[src/rtl/ddr3_rw_sched.sv]
`default_nettype none
// ============================================================================
// Module   : ddr3_rw_sched
// Brief    : Read/write BL8 command scheduler with contiguous burst framing,
//            read priority and a write-starvation bound. Optional bus
//            turnaround dead cycles: DDR3_SCHED_TURNAROUND_EN.
// Revision : 1.0
// ============================================================================
module ddr3_rw_sched #(
  parameter int ADDRS       = 32,
  parameter int REQID       = 4,
  parameter int STARVE      = 4,
  parameter int TURN_CYCLES = 2
) (
  input  logic             clock,
  input  logic             reset,
  input  logic             wr_store_i,
  output logic             wr_accept_o,
  input  logic             wr_wseq_i,
  input  logic [REQID-1:0] wr_wrid_i,
  input  logic [ADDRS-1:0] wr_addr_i,
  input  logic             rd_fetch_i,
  output logic             rd_accept_o,
  input  logic             rd_rseq_i,
  input  logic [REQID-1:0] rd_rdid_i,
  input  logic [ADDRS-1:0] rd_addr_i,
  output logic             ctl_req_o,
  input  logic             ctl_gnt_i,
  output logic             ctl_wren_o,
  output logic             ctl_seq_o,
  output logic [REQID-1:0] ctl_id_o,
  output logic [ADDRS-1:0] ctl_addr_o
);

  typedef enum logic [1:0] {
    ST_IDLE  = 2'd0,
    ST_WRITE = 2'd1,
    ST_READ  = 2'd2
`ifdef DDR3_SCHED_TURNAROUND_EN
    , ST_TURN = 2'd3
`endif
  } state_t;

  localparam logic [3:0] c_STARVE = 4'(STARVE);

  state_t     r_state;
  state_t     w_state_nxt;
  logic       r_first;
  logic [3:0] r_starve_cnt;
  logic [3:0] w_starve_nxt;
  logic       w_in_wr;
  logic       w_in_rd;
  logic       w_head_vld;
  logic       w_end_burst;
  logic       w_xfer;
  logic       w_pick_wr;
  logic       w_any;

  assign w_in_wr   = (r_state == ST_WRITE);
  assign w_in_rd   = (r_state == ST_READ);
  assign w_any     = wr_store_i | rd_fetch_i;
  assign w_pick_wr = wr_store_i & (~rd_fetch_i | (r_starve_cnt == c_STARVE));

  // A seq=0 head after the first transfer belongs to the next burst.
  assign w_head_vld  = (w_in_wr & wr_store_i) | (w_in_rd & rd_fetch_i);
  assign w_end_burst = ~r_first & w_head_vld & ~ctl_seq_o;

  assign ctl_req_o   = w_head_vld & ~w_end_burst;
  assign w_xfer      = ctl_req_o & ctl_gnt_i;
  assign wr_accept_o = w_xfer & w_in_wr;
  assign rd_accept_o = w_xfer & w_in_rd;

  assign ctl_wren_o = w_in_wr;
  assign ctl_seq_o  = w_in_wr ? wr_wseq_i : rd_rseq_i;
  assign ctl_id_o   = w_in_wr ? wr_wrid_i : rd_rdid_i;
  assign ctl_addr_o = w_in_wr ? wr_addr_i : rd_addr_i;

`ifdef DDR3_SCHED_TURNAROUND_EN
  localparam int c_TCW = (TURN_CYCLES > 1) ? $clog2(TURN_CYCLES) : 1;
  localparam logic [c_TCW-1:0] c_TURN_LAST = c_TCW'(TURN_CYCLES - 1);

  logic             r_last_wr;
  logic             r_turn_wr;
  logic [c_TCW-1:0] r_turn_cnt;

  always_ff @(posedge clock or posedge reset) begin
    if (reset) begin
      r_last_wr  <= 1'b0;
      r_turn_wr  <= 1'b0;
      r_turn_cnt <= '0;
    end else begin
      if (r_state == ST_IDLE) begin
        r_turn_cnt <= '0;
        r_turn_wr  <= w_pick_wr;
      end else if (r_state == ST_TURN) begin
        r_turn_cnt <= r_turn_cnt + c_TCW'(1);
      end
      if ((w_state_nxt == ST_WRITE) && (r_state != ST_WRITE)) begin
        r_last_wr <= 1'b1;
      end else if ((w_state_nxt == ST_READ) && (r_state != ST_READ)) begin
        r_last_wr <= 1'b0;
      end
    end
  end
`else
  // TURN_CYCLES only shapes the turnaround build.
  if (TURN_CYCLES < 0) begin : g_turn_unused
  end
`endif

  always_comb begin
    w_state_nxt  = r_state;
    w_starve_nxt = r_starve_cnt;
    case (r_state)
      ST_IDLE: begin
        if (w_any) begin
          if (w_pick_wr) begin
            w_starve_nxt = '0;
          end else if (wr_store_i && (r_starve_cnt < c_STARVE)) begin
            w_starve_nxt = r_starve_cnt + 4'd1;
          end
          w_state_nxt = w_pick_wr ? ST_WRITE : ST_READ;
`ifdef DDR3_SCHED_TURNAROUND_EN
          if ((w_pick_wr != r_last_wr) && (TURN_CYCLES > 0)) begin
            w_state_nxt = ST_TURN;
          end
`endif
        end
      end
      ST_WRITE, ST_READ: begin
        if (w_end_burst) begin
          w_state_nxt = ST_IDLE;
        end
      end
`ifdef DDR3_SCHED_TURNAROUND_EN
      ST_TURN: begin
        if (r_turn_cnt == c_TURN_LAST) begin
          w_state_nxt = r_turn_wr ? ST_WRITE : ST_READ;
        end
      end
`endif
      default: w_state_nxt = ST_IDLE;
    endcase
  end

  always_ff @(posedge clock or posedge reset) begin
    if (reset) begin
      r_state      <= ST_IDLE;
      r_starve_cnt <= '0;
      r_first      <= 1'b1;
    end else begin
      r_state      <= w_state_nxt;
      r_starve_cnt <= w_starve_nxt;
      if (!(w_in_wr || w_in_rd)) begin
        r_first <= 1'b1;
      end else if (w_xfer) begin
        r_first <= 1'b0;
      end
    end
  end

endmodule
`default_nettype wire

[config.mk]
export PLATFORM = sky130hd
export DESIGN_NAME = ddr3_rw_sched
export DESIGN_NICKNAME = d
export VERILOG_FILES = /design/src/rtl/ddr3_rw_sched.sv
export SDC_FILE = /design/constraint.sdc
export NUM_CORES = 1
export LEC_CHECK = 0
export CORE_ASPECT_RATIO = 1.25
export CORE_MARGIN = 8
export CORE_UTILIZATION = 25
export CTS_BUF_LIST = sky130_fd_sc_hd__clkbuf_4
export DETAILED_ROUTE_END_ITERATION = 10
export GPL_TIMING_DRIVEN = 0
export HOLD_SLACK_MARGIN = 0.02
export PLACE_DENSITY_LB_ADDON = 0.08
export SLEW_MARGIN = 15
export SYNTH_ARGS = -nofsm -noshare
export SYNTH_HDL_FRONTEND = slang
export SYNTH_SLANG_ARGS = --single-unit
[constraint.sdc]
create_clock -name clock -period 2.21 [get_ports clock]
set_input_delay 0.442 -clock clock [delete_from_list [all_inputs] [get_ports clock]]
set_output_delay 0.442 -clock clock [all_outputs]
set_load 0.02 [all_outputs]
## After elaboration in Yosys (flattened, before gate mapping)

Index checks and enable logic that the tools add are counted.
Widths: inputs -> output; s select.

| storage, ports and cells | value |
|---|---|
| flip-flop bits (word level) | 7 |
| input bits | 79 |
| output and inout port bits | 41 |
| logic and storage cells | 45 |

| cells by class | value |
|---|---|
| add/subtract/negate cells | 1 |
| magnitude comparators | 1 |
| equal/unequal tests | 6 |
| mux-type cells | 11 |
| bitwise gates (word level) | 16 |
| reduce and logical (&&, ||, !) cells | 7 |

Operator list:

| cell | number |
|---|---|
| $mux 32 | 1 |
| $mux 4 | 3 |
| $and 1x1->1 | 9 |
| $mux 2 | 3 |
| $ne 2x2->1 const B | 3 |
| $add 4x1->4 const B | 1 |
| $eq 4x3->1 const B | 1 |
| $lt 4x3->1 const B | 1 |
| $not 1->1 | 4 |
| $pmux 2 s2 | 1 |
| $mux 1 | 3 |
| $or 1x1->1 | 3 |
| $reduce_and 3->1 | 1 |
| $eq 2x1->1 const B | 1 |
| $eq 2x2->1 const B | 1 |
| $logic_not 2->1 | 1 |
| $reduce_and 2->1 | 1 |
| $reduce_bool 2->1 | 1 |
| $reduce_or 2->1 | 1 |
| $logic_and 1x1->1 | 1 |
| $logic_or 1x1->1 | 1 |

## Longest topological paths before layout

| depth | value |
|---|---|
| word-level depth | 10 |
| gate-level depth with buffers | 7 |
| mapped depth without buffers | 6 |

## Least setup slack after synthesis

No wires, ideal clock.

| timing | value |
|---|---|
| kind | reg2out |
| start point | register r_state[1] |
| end point | output port wr_accept_o |
| arrival time | 1,814 ps |
| required time | 1,768 ps |
| slack | -46 ps |
| stages on the path, launching flop included | 6 |
| path buffers | 2 |
| cells stage by stage | dfrtp_1 > inv_1 > ha_1 > buf_2 > buf_2 > nor3b_1 |

| on the way | value |
|---|---|
| longest elaborated chain between the ends | 9 |
| elaborated cells on any way between the ends | 13 |
| classes of those cells | eq/ne (2); mux (1); bitwise (10) |

RTL lines:

| item | line | text |
|---|---|---|
| from (decl) | 46 | `state_t r_state;` |
| from (signal assigned) | 152 | `r_state <= w_state_nxt;` |
| $eq 2x1->1 * | 59 | `assign w_in_wr = (r_state == ST_WRITE);` |
| via ctl_wren_o | 29 | `output logic ctl_wren_o,` |
| $and 1x1->1 | 65 | `assign w_head_vld = (w_in_wr & wr_store_i) \| (w_in_rd & rd_fetch_i);` |
| $or 1x1->1 | 65 |  |
| $and 1x1->1 (2 in a row) | 66 | `assign w_end_burst = ~r_first & w_head_vld & ~ctl_seq_o;` |
| $not 1->1 | 68 | `assign ctl_req_o = w_head_vld & ~w_end_burst;` |
| $and 1x1->1 | 68 |  |
| $and 1x1->1 | 69 | `assign w_xfer = ctl_req_o & ctl_gnt_i;` |
| $and 1x1->1 * | 70 | `assign wr_accept_o = w_xfer & w_in_wr;` |
| to (decl) | 18 | `output logic wr_accept_o,` |

Mark *: on every way through the listed nets, which the timed path passes. The rest lies on a longest branch.

## Worst setup path in the final report

| timing | value |
|---|---|
| start point | register r_state[1] |
| end point | output port ctl_addr_o[20] |

| on the way | value |
|---|---|
| longest elaborated chain between the ends | 2 |

RTL lines:

| item | line | text |
|---|---|---|
| $eq 2x1->1 | 59 |  |
| $mux 32 | 76 | `assign ctl_addr_o = w_in_wr ? wr_addr_i : rd_addr_i;` |
| to (decl) | 32 | `output logic [ADDRS-1:0] ctl_addr_o` |

Every way passes these cells.

==> results.cfg <==
[critical_path]
critPathSlowestCell = dfrtp_1
path_class = flip-flop to output port
worst-endpoint-arrival_ps = 1720
cp_max_fo = 10
cp_cell_sequence = inv_2 -> ha_4 -> clkbuf_16 -> buf_8 -> mux2_2 -> buf_2
r2r_start = r_state[1]
cp-end-kind = output port
required_ps = 1770
cp_slowest_stage_delay_ps = 380
cp_top_family = buffers and inverters
ff2ff_path_depth = 7
ff2ff_setup_slack_ps = 480
start_kind = flip-flop
rr_endpoint = r_state[1]
path_buf_inv = 4

[sta]
slew_headroom_pct = 65.3
post-route-period-util_pct = 97.6
finalSetupViolations = 0
fmax_ghz = 0.464
min_period_ps = 2160
finalHoldViolations = 0
rsz0062_at_grt = true
report.final.slew_viol_count = 0
tightestPinTransition_ps = 513
clock_skew_ps = 2.96

[synth]
syn_nets = 172
ys_ff_latch = 7
ys_types = 21
synth_area_um2 = 893
syn_inst = 88
ys_seq_area_share_pct = 19.7
syn_area_per_cell_um2 = 10.2
yosys_warnings = 0
synth_edf_count = 0
synthArstFlopShare_pct = 100
synth_ff_type = dfrtp_1

[layout]
nets = 299
antenna_cells = 0
drive_gt1_share_pct = 39.3
register_area_um2 = 176
final_cells = 253
nFillCells = 324
synthToLayoutAreaGrowth_pct = 140
multi_input_area_um2 = 699

[clocking]
htreeDepth = 1
cts_tree = built
cts.sinks = 7
root_buffer = clkbuf_4
clk_path_buf_depth = 2
clk-insertion-delay-late_ps = 260
clkTransAtPathRegs_ps = 50
cts_inserted_buffers = 3

[route]
met1_length_um = 1700
dr.pass1.iters = 4
wl_per_cell_um = 19.1
drtIter0Drc = 25
vias = 1213
totalWireLength_um = 4820
route.top_layer_used = met4
vias_per_cell = 4.79
ant_nets = 0
route.met3.wl_um = 458
wl_met2_um = 2620
drc = 0

[grt]
grt_usage_pct = 15.3
overflow = 0
grt_pass1_vias = 1230
grt_max_degree = 11
antenna_found_initial = 0
grt_pass1_wl_um = 7140

[die]
rows = 24
die_h_um = 82.8
start_util_pct = 25.9
pin_count = 120
die_area_um2 = 5750
core_um2 = 3450
die_x_um = 69.5

[placement]
gp_congestion = 0.749
portBuffers = 119
dpl.hpwl_um = 4120
place_inst = 246

[status]
run_status = finished, final reports clean

[power]
irDropWorstVdd_v = 0.000659
power_mw = 1.73
p_comb_share_pct = 79.5
powerDensity_nw_per_um2 = 806
clkPwrFrac_pct = 7.6
pwr-share-seq_pct = 12.9
p_sw_uw = 736
p_int_uw = 996
switching_share_pct = 42.5
p_leak_nw = 0.920

[job]
maxCapViolations = 0

[hold_path]
min_path_type = primary input to asynchronous set/reset pin
==> flip-flops by register name, indices dropped and copies added (netlist names) <==
| signal | cells |
|---|---|
| r_first | 1 |
| r_state | 2 |
| r_starve_cnt | 4 |
==> area by class of cell <==
type	instances	share of cell area (%)
Timing Repair Buffer	122	51.5
Multi-Input combinational cell	71	32.6
Sequential cell	7	8.21
Buffer	4	3.03
Tap cell	39	2.27
Clock buffer	4	1.40
Inverter	6	1.05
==> synthesized netlist by cell type, types with 2 or more instances <==
| library cell | count | area share (%) |
|---|---|---|
| mux2_2 | 37 | 47 |
| dfrtp_1 | 6 | 17 |
| inv_1 | 6 | 2.5 |
| nand2_1 | 6 | 2.5 |
| ha_1 | 5 | 7.0 |
| buf_2 | 4 | 2.2 |
| a22o_1 | 3 | 2.9 |
| o21ai_0 | 3 | 1.7 |
| a21boi_0 | 2 | 1.7 |
| mux2_4 | 2 | 3.4 |
| nand3_1 | 2 | 1.1 |
| nor2b_1 | 2 | 1.4 |
| o21a_1 | 2 | 1.7 |
==> power groups by stage <==
stage / Clock, mW / Sequential (mW) / Combinational [mW]
3_3_place_gp: 0 / 0.216 / 1.34
5_1_grt: 0.141 / 0.230 / 1.48
3_5_place_dp: 0 / 0.222 / 1.37
4_1_cts: 0.136 / 0.226 / 1.30
2_1_floorplan: 0 / 0.211 / 0.807
6_report: 0.132 / 0.223 / 1.38
==> kinds of logic (layout without fill, tap and decap cells) <==
family / count (synthesis) / in the layout / synth area share (%)
flops: 7 / 7 / 19.7
buf+inv: 10 / 136 / 4.76
compound gates: 12 / 12 / 9.52
fa+ha+maj: 5 / 5 / 7.00
simple gates: 14 / 14 / 7.84
mux: 40 / 40 / 51.1
==> worst register-to-register path, stage by stage, from the launching register on <==
cell,delay (ps)
dfrtp_1,380
inv_2,80
buf_4,100
ha_1,220
nor2b_1,160
o21ai_0,80
o21ai_1,260
mux2_4,330
==> timing repair <==
| item | CTS | global route |
|---|---|---|
| hold buffers | 0 | 0 |
| setup endpoints to repair | 40 | 38 |
| setup buffers | 0 | 2 |
| pin swaps | 0 | 1 |
| resized for setup | 119 | 27 |
| gates cloned | 0 | 1 |
==> layout by cell type, fill, tap and decap left out, types with 2 or more instances in the layout <==
master           synthesis  layout
clkdlybuf4s50_1          0      78
mux2_2                  37      37
buf_2                    4      17
clkdlybuf4s15_1          0       8
clkbuf_2                 0       6
dfrtp_1                  6       6
nand2_1                  6       5
inv_1                    6       5
dlygate4sd2_1            0       5
buf_4                    0       5
ha_1                     5       4
clkbuf_4                 0       4
buf_8                    0       3
a22o_1                   3       3
o21ai_0                  3       3
o21a_1                   2       2
a21boi_0                 2       2
nor2b_1                  2       2
mux2_4                   2       2
nand3_1                  2       2
==> worst max-delay path by stage <==
stage | startpoint | slack (ps) | depth (start not counted) | endpoint
finish | r_state[1] | 50 | 6 | ctl_addr_o[20]
global route | r_state[1] | -20 | 6 | ctl_addr_o[18]
CTS | r_state[1] | -2 | 5 | ctl_req_o
detailed placement | r_state[1] | -430 | 6 | ctl_addr_o[20]
global placement | r_state[1] | -410 | 6 | ctl_addr_o[7]
floorplan | r_state[1] | 100 | 5 | ctl_addr_o[10]
==> metrics by stage <==
step                setup slack, ps  hold WS (ps)  TNS (ps)  area [um2]  utilization (%)
CTS                           -1.82           410     -1.82        2100             60.7
global placement               -411           478     -9740        2140             62.1
finish                         52.7           407         0        2150             62.2
global route                  -22.5           442      -234        2150             62.2
detailed placement             -429           482    -10740        2140             62.1
floorplan                       100           245         0         903                -
==> metal layers <==
layer,global-route usage (%),vias up
met3,5.00,5
met4,3.93,0
li1,-,573
met5,0,-
met1,15.5,566
met2,28.8,69
Note: power is estimated with default switching activity, not from simulation.
